### src/rtl/pid_ctrl_mc_if.sv
// Request/response bundle of the multi-channel PID controller.
interface pid_ctrl_mc_if #(
  parameter int CHW   = 1,
  parameter int DW    = 16,
  parameter int KW    = 8,
  parameter int OUT_W = 17
);
  logic                    pid_en;
  logic [CHW-1:0]          pid_ch;
  logic signed [DW-1:0]    desired_value;
  logic signed [DW-1:0]    current_value;
  logic [KW-1:0]           kp;
  logic [KW-1:0]           ki;
  logic [KW-1:0]           kd;
  logic                    clr;
  logic                    busy;
  logic                    pid_ack;
  logic [CHW-1:0]          ack_ch;
  logic signed [OUT_W-1:0] out;

  modport master (
    output pid_en, pid_ch, desired_value, current_value, kp, ki, kd, clr,
    input  busy, pid_ack, ack_ch, out
  );

  modport slave (
    input  pid_en, pid_ch, desired_value, current_value, kp, ki, kd, clr,
    output busy, pid_ack, ack_ch, out
  );
endinterface

### src/rtl/pid_ctrl_mc.sv
// Time-multiplexed PID controller for CH_NUM loops sharing one datapath (IDLE->ERR->MUL->SUM->ACK).
// Optional macro PID_DEADBAND_EN: errors with |e| <= DEADBAND are treated as zero.
module pid_ctrl_mc #(
  parameter int CH_NUM   = 2,
  parameter int CHW      = (CH_NUM > 1) ? $clog2(CH_NUM) : 1,
  parameter int DW       = 16,
  parameter int KW       = 8,
  parameter int FRAC     = 7,
  parameter int I_LIMIT  = 3000,
  parameter int OUT_W    = 17,
  parameter int DEADBAND = 2
) (
  input  logic          clk,
  input  logic          rst,
  pid_ctrl_mc_if.slave  bus
);

  localparam int EW  = DW + 1;
  localparam int DDW = DW + 2;
  localparam int IW  = $clog2(I_LIMIT + 1) + 1;
  localparam int SW  = ((IW > EW) ? IW : EW) + 1;
  localparam int MW  = (IW > DDW) ? IW : DDW;
  localparam int PW  = KW + MW + 4;

  localparam logic signed [SW-1:0] I_MAX = SW'(I_LIMIT);
  localparam logic signed [SW-1:0] I_MIN = -I_MAX;
  localparam logic signed [PW-1:0] O_MAX = (PW'(1) <<< (OUT_W - 1)) - PW'(1);
  localparam logic signed [PW-1:0] O_MIN = ~O_MAX;

`ifdef PID_DEADBAND_EN
  localparam logic signed [EW-1:0] DB_MAX = EW'(DEADBAND);
  localparam logic signed [EW-1:0] DB_MIN = -DB_MAX;
`endif

  if ((CH_NUM < 1) || (I_LIMIT < 1) || (DEADBAND < 0)) begin : g_param_check
    $error("pid_ctrl_mc: invalid parameter set");
  end

  typedef enum logic [2:0] {
    S_IDLE = 3'd0,
    S_ERR  = 3'd1,
    S_MUL  = 3'd2,
    S_SUM  = 3'd3,
    S_ACK  = 3'd4
  } state_t;

  state_t                  state_r;
  logic                    busy_r;
  logic                    ack_r;
  logic [CHW-1:0]          ack_ch_r;
  logic signed [OUT_W-1:0] out_r;

  logic [CHW-1:0]          ch_r;
  logic                    ch_ok_r;
  logic signed [DW-1:0]    des_r;
  logic signed [DW-1:0]    cur_r;
  logic [KW-1:0]           kp_r;
  logic [KW-1:0]           ki_r;
  logic [KW-1:0]           kd_r;
  logic signed [EW-1:0]    e_r;
  logic signed [IW-1:0]    i_new_r;
  logic signed [DDW-1:0]   d_r;
  logic signed [PW-1:0]    pp_r;
  logic signed [PW-1:0]    pi_r;
  logic signed [PW-1:0]    pd_r;
  logic signed [OUT_W-1:0] sat_r;

  logic signed [IW-1:0]    integ_r  [CH_NUM];
  logic signed [EW-1:0]    last_e_r [CH_NUM];

  logic [CHW-1:0]          idx_s;
  logic signed [EW-1:0]    e_raw_s;
  logic signed [EW-1:0]    e_s;
  logic signed [EW-1:0]    le_s;
  logic signed [IW-1:0]    integ_s;
  logic signed [SW-1:0]    i_sum_s;
  logic signed [IW-1:0]    i_new_s;
  logic signed [DDW-1:0]   d_s;
  logic signed [PW-1:0]    pp_s;
  logic signed [PW-1:0]    pi_s;
  logic signed [PW-1:0]    pd_s;
  logic signed [PW-1:0]    sum_s;
  logic signed [PW-1:0]    sh_s;
  logic signed [OUT_W-1:0] sat_s;

  assign bus.busy    = busy_r;
  assign bus.pid_ack = ack_r;
  assign bus.ack_ch  = ack_ch_r;
  assign bus.out     = out_r;

  // Shared arithmetic: error/integral/derivative, products, and shifted-saturated sum.
  always_comb begin
    idx_s   = '0;
    e_raw_s = '0;
    e_s     = '0;
    le_s    = '0;
    integ_s = '0;
    i_sum_s = '0;
    i_new_s = '0;
    d_s     = '0;
    pp_s    = '0;
    pi_s    = '0;
    pd_s    = '0;
    sum_s   = '0;
    sh_s    = '0;
    sat_s   = '0;

    // Out-of-range channels read slot 0 but never write it back.
    if (ch_ok_r) begin
      idx_s = ch_r;
    end else begin
      idx_s = '0;
    end
    integ_s = integ_r[idx_s];
    le_s    = last_e_r[idx_s];

    e_raw_s = $signed({des_r[DW-1], des_r}) - $signed({cur_r[DW-1], cur_r});
`ifdef PID_DEADBAND_EN
    if ((e_raw_s >= DB_MIN) && (e_raw_s <= DB_MAX)) begin
      e_s = '0;
    end else begin
      e_s = e_raw_s;
    end
`else
    e_s = e_raw_s;
`endif

    i_sum_s = $signed({{(SW-IW){integ_s[IW-1]}}, integ_s}) + $signed({{(SW-EW){e_s[EW-1]}}, e_s});
    if (i_sum_s > I_MAX) begin
      i_new_s = I_MAX[IW-1:0];
    end else if (i_sum_s < I_MIN) begin
      i_new_s = I_MIN[IW-1:0];
    end else begin
      i_new_s = i_sum_s[IW-1:0];
    end
    d_s = $signed({e_s[EW-1], e_s}) - $signed({le_s[EW-1], le_s});

    // Gains are unsigned: zero-extend before the signed multiply.
    pp_s = $signed({{(PW-KW){1'b0}}, kp_r}) * $signed({{(PW-EW){e_r[EW-1]}}, e_r});
    pi_s = $signed({{(PW-KW){1'b0}}, ki_r}) * $signed({{(PW-IW){i_new_r[IW-1]}}, i_new_r});
    pd_s = $signed({{(PW-KW){1'b0}}, kd_r}) * $signed({{(PW-DDW){d_r[DDW-1]}}, d_r});

    sum_s = pp_r + pi_r + pd_r;
    sh_s  = sum_s >>> FRAC;
    if (sh_s > O_MAX) begin
      sat_s = O_MAX[OUT_W-1:0];
    end else if (sh_s < O_MIN) begin
      sat_s = O_MIN[OUT_W-1:0];
    end else begin
      sat_s = sh_s[OUT_W-1:0];
    end
  end

  // Control FSM with pipeline registers, per-channel state and registered outputs.
  always_ff @(posedge clk) begin
    if (rst) begin
      state_r  <= S_IDLE;
      busy_r   <= 1'b0;
      ack_r    <= 1'b0;
      ack_ch_r <= '0;
      out_r    <= '0;
      ch_r     <= '0;
      ch_ok_r  <= 1'b0;
      des_r    <= '0;
      cur_r    <= '0;
      kp_r     <= '0;
      ki_r     <= '0;
      kd_r     <= '0;
      e_r      <= '0;
      i_new_r  <= '0;
      d_r      <= '0;
      pp_r     <= '0;
      pi_r     <= '0;
      pd_r     <= '0;
      sat_r    <= '0;
      for (int i = 0; i < CH_NUM; i++) begin
        integ_r[i]  <= '0;
        last_e_r[i] <= '0;
      end
    end else if (bus.clr) begin
      // Clear wins over a new request and aborts any operation in flight; out is held.
      state_r <= S_IDLE;
      busy_r  <= 1'b0;
      ack_r   <= 1'b0;
      for (int i = 0; i < CH_NUM; i++) begin
        integ_r[i]  <= '0;
        last_e_r[i] <= '0;
      end
    end else begin
      ack_r <= 1'b0;
      case (state_r)
        S_IDLE: begin
          if (bus.pid_en) begin
            ch_r    <= bus.pid_ch;
            ch_ok_r <= (int'(bus.pid_ch) < CH_NUM);
            des_r   <= bus.desired_value;
            cur_r   <= bus.current_value;
            kp_r    <= bus.kp;
            ki_r    <= bus.ki;
            kd_r    <= bus.kd;
            busy_r  <= 1'b1;
            state_r <= S_ERR;
          end else begin
            busy_r  <= 1'b0;
          end
        end
        S_ERR: begin
          e_r     <= e_s;
          i_new_r <= i_new_s;
          d_r     <= d_s;
          state_r <= S_MUL;
        end
        S_MUL: begin
          pp_r    <= pp_s;
          pi_r    <= pi_s;
          pd_r    <= pd_s;
          state_r <= S_SUM;
        end
        S_SUM: begin
          sat_r   <= sat_s;
          state_r <= S_ACK;
        end
        S_ACK: begin
          ack_r    <= 1'b1;
          ack_ch_r <= ch_r;
          if (ch_ok_r) begin
            out_r           <= sat_r;
            integ_r[idx_s]  <= i_new_r;
            last_e_r[idx_s] <= e_r;
          end else begin
            out_r <= '0;
          end
          state_r <= S_IDLE;
        end
        default: begin
          busy_r  <= 1'b0;
          state_r <= S_IDLE;
        end
      endcase
    end
  end

endmodule

### src/flat_wrapper.sv
// flat-port wrapper written by rule: the top's interface ports become plain ports
module pid_ctrl_mc_flat 
#(
  parameter int CH_NUM   = 2,
  parameter int CHW      = (CH_NUM > 1) ? $clog2(CH_NUM) : 1,
  parameter int DW       = 16,
  parameter int KW       = 8,
  parameter int FRAC     = 7,
  parameter int I_LIMIT  = 3000,
  parameter int OUT_W    = 17,
  parameter int DEADBAND = 2
)
  (clk, rst, bus_pid_en, bus_pid_ch, bus_desired_value, bus_current_value, bus_kp, bus_ki, bus_kd, bus_clr, bus_busy, bus_pid_ack, bus_ack_ch, bus_out);
  pid_ctrl_mc_if #(.CHW(CHW), .DW(DW), .KW(KW), .OUT_W(OUT_W)) bus_i ();
  input  logic clk;
  input  logic rst;
  input wire logic [$bits(bus_i.pid_en)-1:0] bus_pid_en;
  input wire logic [$bits(bus_i.pid_ch)-1:0] bus_pid_ch;
  input wire logic [$bits(bus_i.desired_value)-1:0] bus_desired_value;
  input wire logic [$bits(bus_i.current_value)-1:0] bus_current_value;
  input wire logic [$bits(bus_i.kp)-1:0] bus_kp;
  input wire logic [$bits(bus_i.ki)-1:0] bus_ki;
  input wire logic [$bits(bus_i.kd)-1:0] bus_kd;
  input wire logic [$bits(bus_i.clr)-1:0] bus_clr;
  output wire logic [$bits(bus_i.busy)-1:0] bus_busy;
  output wire logic [$bits(bus_i.pid_ack)-1:0] bus_pid_ack;
  output wire logic [$bits(bus_i.ack_ch)-1:0] bus_ack_ch;
  output wire logic [$bits(bus_i.out)-1:0] bus_out;
  assign bus_i.pid_en = bus_pid_en;
  assign bus_i.pid_ch = bus_pid_ch;
  assign bus_i.desired_value = bus_desired_value;
  assign bus_i.current_value = bus_current_value;
  assign bus_i.kp = bus_kp;
  assign bus_i.ki = bus_ki;
  assign bus_i.kd = bus_kd;
  assign bus_i.clr = bus_clr;
  assign bus_busy = bus_i.busy;
  assign bus_pid_ack = bus_i.pid_ack;
  assign bus_ack_ch = bus_i.ack_ch;
  assign bus_out = bus_i.out;
  pid_ctrl_mc #(.CH_NUM(CH_NUM), .CHW(CHW), .DW(DW), .KW(KW), .FRAC(FRAC), .I_LIMIT(I_LIMIT), .OUT_W(OUT_W), .DEADBAND(DEADBAND)) u_core (.clk(clk), .rst(rst), .bus(bus_i));
endmodule
### config.mk
export PLATFORM = sky130hd
export DESIGN_NAME = pid_ctrl_mc_flat
export DESIGN_NICKNAME = d
export VERILOG_FILES = /design/src/rtl/pid_ctrl_mc_if.sv /design/src/rtl/pid_ctrl_mc.sv /design/src/flat_wrapper.sv
export SDC_FILE = /design/constraint.sdc
export NUM_CORES = 2
export LEC_CHECK = 0
export BUFFER_PORTS_ARGS = -buffer_cell sky130_fd_sc_hd__buf_4
export CORE_MARGIN = 8
export CORE_UTILIZATION = 45
export DETAILED_ROUTE_END_ITERATION = 16
export PLACE_DENSITY = 0.61
export SETUP_SLACK_MARGIN = 0.3
export SLEW_MARGIN = 0
export SYNTH_ARGS = -nofsm -noshare
export SYNTH_HDL_FRONTEND = slang
export SYNTH_SLANG_ARGS = --single-unit
### constraint.sdc
create_clock -name clk -period 12.02 [get_ports clk]
set_input_delay 1.202 -clock clk [delete_from_list [all_inputs] [get_ports clk]]
set_output_delay 1.202 -clock clk [all_outputs]
set_load 0.02 [all_outputs]
# == Word-level counts from Yosys, hierarchy flattened ==
# Memories as Yosys holds them, arrays and structs flattened.
# Cells that the tools add are included.
# op_classes
n_addsub,5
multipliers,3
magnitude_cmp,4
eq_ne,5
muxes,31
n_bitwise,5
n_reduce_logical,10
# op_table
cell,count
17-bit two-way mux,6
13-bit two-way mux,5
30-bit adder,2
9-bit by 18-bit multiplier with 27-bit output,1
9-bit by 17-bit multiplier with 26-bit output,1
"23-bit by 17-bit greater-than comparator with 1-bit output, second input constant",1
"23-bit by 17-bit < comparator with 1-bit output, second input constant",1
9-bit by 13-bit multiplier with 22-bit output,1
13-bit by 17-bit adder with 18-bit output,1
"18-bit by 13-bit greater-than comparator with 1-bit output, second input constant",1
"18-bit by 13-bit < comparator with 1-bit output, second input constant",1
17-bit by 17-bit subtractor with 18-bit output,1
1-bit two-way mux,17
17-bit OR reduction,1
16-bit by 16-bit subtractor with 17-bit output,1
13-bit OR reduction,1
3-bit one-hot mux with 4 select lines,1
2-bit AND reduction,4
"3-bit by 2-bit equality test with 1-bit output, second input constant",2
1-bit OR,4
4-bit OR reduction,1
"3-bit by 1-bit equality test with 1-bit output, second input constant",1
"3-bit equality test, second input constant",1
3-bit logical NOT,1
6 further kinds,6
# word_totals
reg_bits,236
ram_bits,60
in_bits,61
output_inout_bits,20
mem_count,2
# mem_list
memory,words,word_bits,rd,rd_clocked_by_memory_dff,wr,line,source
u_core.last_e_r,2,17,1,0,2,pid_ctrl_mc.sv:69,logic signed [EW-1:0] last_e_r [CH_NUM];
u_core.integ_r,2,13,1,0,2,pid_ctrl_mc.sv:68,logic signed [IW-1:0] integ_r [CH_NUM];

# == Depth between registers and ports, before layout ==
# logic_depth
word_depth,7
ltp_mapped,25
depth_no_buf,23

# == Worst setup path before layout ==
# No wires, ideal clock.
# synth_path
path_kind,register to register
from,register u_core.kd_r[2]
to,register u_core.pd_r[25]
setup_ps,132
arrival_ps,5315
required_ps,11888
slack_ps,6573
path_stages_with_launch,24
path_cell_list,dfxtp_1 -> clkbuf_1 -> clkbuf_1 -> nand2_1 -> fa_1 -> fa_1 -> inv_1 -> ha_1 -> inv_1 -> fa_1 -> inv_1 -> ha_1 -> a21o_1 -> a21oi_1 -> o21bai_1 -> a21oi_1 -> nor2b_1 -> o21a_1 -> o31ai_1 -> o311ai_1 -> and3_1 -> or4_1 -> nand3_1 -> a21oi_1
# synth_via
elab_chain_cells,1
# synth_rtl
element,line,source
start: declaration,pid_ctrl_mc.sv:59,logic [KW-1:0] kd_r;
start signal: assignment,pid_ctrl_mc.sv:200,kd_r <= bus.kd;
9-bit by 18-bit multiplier with 27-bit output,pid_ctrl_mc.sv:141,"pd_s = $signed({{(PW-KW){1'b0}}, kd_r}) * $signed({{(PW-DDW){d_r[DDW-1]}}, d_r});"
end signal: assignment,pid_ctrl_mc.sv:216,pd_r <= pd_s;
end: declaration,pid_ctrl_mc.sv:65,logic signed [PW-1:0] pd_r;
# No other way between the ends.
# A chain may end at the register's enable or synchronous reset.

# == Worst setup path after layout ==
# layout_path
from,register u_core.kp_r[2]
to,register u_core.pp_r[28]
# layout_via
elab_chain_cells,1
# layout_rtl
element,line,source
start: declaration,pid_ctrl_mc.sv:57,logic [KW-1:0] kp_r;
start signal: assignment,pid_ctrl_mc.sv:198,kp_r <= bus.kp;
9-bit by 17-bit multiplier with 26-bit output,pid_ctrl_mc.sv:139,"pp_s = $signed({{(PW-KW){1'b0}}, kp_r}) * $signed({{(PW-EW){e_r[EW-1]}}, e_r});"
end signal: assignment,pid_ctrl_mc.sv:214,pp_r <= pp_s;
end: declaration,pid_ctrl_mc.sv:63,logic signed [PW-1:0] pp_r;
# No other way between the ends.

==> metrics <==
reg-to-reg startpoint u_core.kp_r[2]; # IOs 81; Yosys warning total 0; Rows 91; final setup skew between 40 and 50 ps; total of max-cap violations 0; worst hold slack 453.3 ps; root buffer cell clkbuf_16; Mean Syn Cell Area 8.789 µm²; initial antenna violation count 0; logic gate share of total power 0.208; Distinct cells, synth 87; final WL 68.16 mm; Initial Utilization 0.4520; CP peak stage delay 730 ps; CP Cell Sequence nand2_1 -> fa_1 -> fa_1 -> inv_1 -> ha_1 -> inv_1 -> fa_1 -> inv_1 -> ha_1 -> a21o_1 -> a21oi_1 -> o21ai_0 -> a2111oi_0 -> nor4_1 -> nor2_1 -> a211oi_1 -> a41o_1 -> o41ai_1 -> o21ai_0 -> xnor2_1 -> a211oi_1; number of flops mapped to enable cells by yosys 60; core box area 0.06126 mm²; RSZ-0062 raised after global routing false; Final TNS setup 0 ps; final worst path period share 0.5045; via count 20,670; syn_nets roughly 3,800; CP required 12,480 ps; GRT met3 Usage 0.03254; peak fanout along the critical path 18; crit path time final 6064 ps; CTS Buffer Depth 3; Hold Path Origin u_core.cur_r[1]; RePlAce Congestion 0.8689; critical path startpoint category flip-flop; GR Overflow Total 0; Reg power frac 0.373; Final Slew Violations 0; Int Pwr 1.929 mW; Primary FF master, synth dfxtp_1; WL/cell 17.25 µm; relative slew slack 0.1592; top achievable clock speed between 150 and 200 MHz; cell area after layout 0.03013 mm²; clock buffer count from CTS 36; post-cts sizing count 0; remaining antenna violation count 0; Mapped Area 0.02769 mm²; first-pass GRT wire length between 100 and 150 mm; critical path arrival 6530 ps; Clk pin slew, worst setup/hold paths approximately 60 ps; Post-Syn Instances 3,150; crit end category flip-flop; sequential area share after synthesis 0.2249; HP Class flip-flop to flip-flop; Vias/cell 5.230; run status completed; Syn-to-layout area delta 8.817%; Worst-Margin Slew 1257 ps; H-tree depth reported by CTS 2; setup bufs post-CTS 0; initial DRC count 876; Final Hold Fails 0; Clock Latency Late Sink 580 ps; layout cells sized above 1 0.06293; # hold bufs at CTS 0; Clk pwr share 0.419; Synth Register Bits 281; GRT Overall Usage 0.1997; Leak 14.51 nW; number of port buffers 80; clock sink count 281; VDD IR max roughly 0.00009 V; Final setup viols 0; largest net degree at the start of global routing 92; grt met1 use 0.2613; layer with the highest usage met2; Finished Core Util 0.4918; post-route DRC violation count 0; Die Y 264.0 µm; Post-DP HPWL 52.90 mm; first-pass iteration count of the detailed router 5; kind of critical path flip-flop to flip-flop; CTS tree built; Slowest cell on crit path dfxtp_1; Post-Layout Cell Count 3,952; n_diodes 0; Sw Pwr 0.8627 mW; die area 0.06972 mm²; Sw Share 0.3090; met2 Track Usage GR 0.3345; ys async rst share 0; # placed instances between 3,000 and 4,000; Power Density 92.68 mW/mm²; vias in the first global route 22,080; Area after DPL 0.02885 mm²; nets 3,755; Setup crit start u_core.kp_r[2]; Die Span X 264.0 µm
## cell type report
cell class / count / area [µm²]
clock inverters: 19 / 310.3
inverters: 453 / 1700
repair buffers: 97 / 732.0
flip-flops and latches: 281 / 6226
clock buffers: 45 / 965.9
fillers: 5835 / 31130
multi-input cells: 2267 / 19200
well taps: 790 / 988.4
## worst max-delay path, delay by kind of cell, from the launching register on
family          cells  cell delay, ps
flops               1             730
buf+inv             3             160
xor+xnor            1             150
simple gates        3             510
compound gates      9            2230
fa+ha+maj           5            2170
## path summary, 6_finish.rpt
path,to,slack [ps],cells past startpoint
setup / recovery,u_core.pp_r[28],5960,21
hold / removal,u_core.cur_r[1],450,2
setup reg to reg,u_core.pp_r[28],5960,21
hold reg to reg,u_core.cur_r[1],450,2
## layout by cell type (no fill, tap or decap), types with 29 or more instances in the layout
master     Yosys  layout
dfxtp_1      221     221
a211oi_1      38      38
buf_4          2      96
inv_1        453     453
a21oi_1      222     222
o21ai_0       49      49
xnor2_1       82      82
clkbuf_16      0      37
nor3_1        41      39
edfxtp_1      60      60
ha_1         223     223
xor2_1        31      31
fa_1         335     335
a21o_1        29      29
and3_1        40      39
nand2_1      485     485
nor2_1       118     118
and2_1       274     274
## power groups by stage
| stage | Clock, mW | Sequential [mW] | Combinational [mW] |
|---|---|---|---|
| floorplan | 0 | 1.02 | 0.456 |
| global placement | 0 | 1.06 | 0.566 |
| detailed placement | 0 | 1.06 | 0.577 |
| CTS | 1.20 | 1.04 | 0.581 |
| global route | 1.23 | 1.05 | 0.648 |
| finish | 1.17 | 1.04 | 0.580 |
## sequential cells by signal (all words and copies together), names as in the netlist
signal / cells
u_core.bus.ack_ch: 1
u_core.bus.busy: 1
u_core.bus.out: 17
u_core.bus.pid_ack: 1
u_core.ch_ok_r: 1
u_core.ch_r: 1
u_core.cur_r: 16
u_core.d_r: 18
u_core.des_r: 16
u_core.e_r: 17
u_core.i_new_r: 13
u_core.integ_r: 26
u_core.kd_r: 8
u_core.ki_r: 8
u_core.kp_r: 8
u_core.last_e_r: 34
u_core.pd_r: 27
u_core.pi_r: 22
u_core.pp_r: 26
u_core.sat_r: 17
u_core.state_r: 3
## synthesized netlist by cell type, types with 5 or more instances
master | number | area share
dfxtp_1 | 221 | 0.16
buf_1 | 9 | 0.0012
nand2b_1 | 22 | 0.0050
nor3_1 | 41 | 0.0074
a22o_1 | 17 | 0.0054
nor2_1 | 118 | 0.016
or3_1 | 17 | 0.0038
inv_1 | 453 | 0.061
o21a_1 | 15 | 0.0041
o31ai_1 | 9 | 0.0024
a21o_1 | 29 | 0.0079
xor2_1 | 31 | 0.0098
a21oi_1 | 222 | 0.040
o21bai_1 | 10 | 0.0027
a31oi_1 | 11 | 0.0025
mux2i_1 | 19 | 0.0069
clkbuf_1 | 133 | 0.018
nand2_1 | 485 | 0.066
o211ai_1 | 6 | 0.0016
nor2b_1 | 22 | 0.0050
mux2_2 | 14 | 0.0057
fa_1 | 335 | 0.24
nand3b_1 | 6 | 0.0016
ha_1 | 223 | 0.10
nand3_1 | 27 | 0.0049
a211oi_1 | 38 | 0.010
and3_1 | 40 | 0.0090
o21ai_0 | 49 | 0.0089
and2_1 | 274 | 0.062
o21ai_1 | 5 | 0.00090
buf_2 | 5 | 0.00090
a21boi_0 | 5 | 0.0014
xnor2_1 | 82 | 0.026
nor3_2 | 5 | 0.0018
nor4_1 | 6 | 0.0014
edfxtp_1 | 60 | 0.065
nor3b_1 | 5 | 0.0014
## logic make-up (layout without fill, tap and decap cells)
kind of cell	count (synthesis)	in the layout	share of synthesized area
XOR/XNOR	114	114	0.03656
adder cells (fa/ha/maj)	559	559	0.3434
AND/OR/NAND/NOR	1087	1087	0.1906
buffers and inverters	602	614	0.08211
AO/OA/AOI/OAI	474	474	0.1100
multiplexers	33	33	0.01256
flip-flops	281	281	0.2249
## through the flow
stage / worst slack [ps] / power (mW)
2_1_floorplan: 6573 / 1.476
5_1_grt: 5480 / 2.924
4_1_cts: 5918 / 2.819
6_report: 5956 / 2.792
3_3_place_gp: 6017 / 1.625
3_5_place_dp: 6001 / 1.637
## metal layers
metal / part of all wire / vias up / wire (µm)
met2: 0.47 / 428 / 31720
met1: 0.45 / 10080 / 30740
met4: 0.032 / 0 / 2153
met3: 0.052 / 107 / 3547
li1: - / 10050 / -
met5: 0 / - / 0
(Power assumes the default switching activity.)
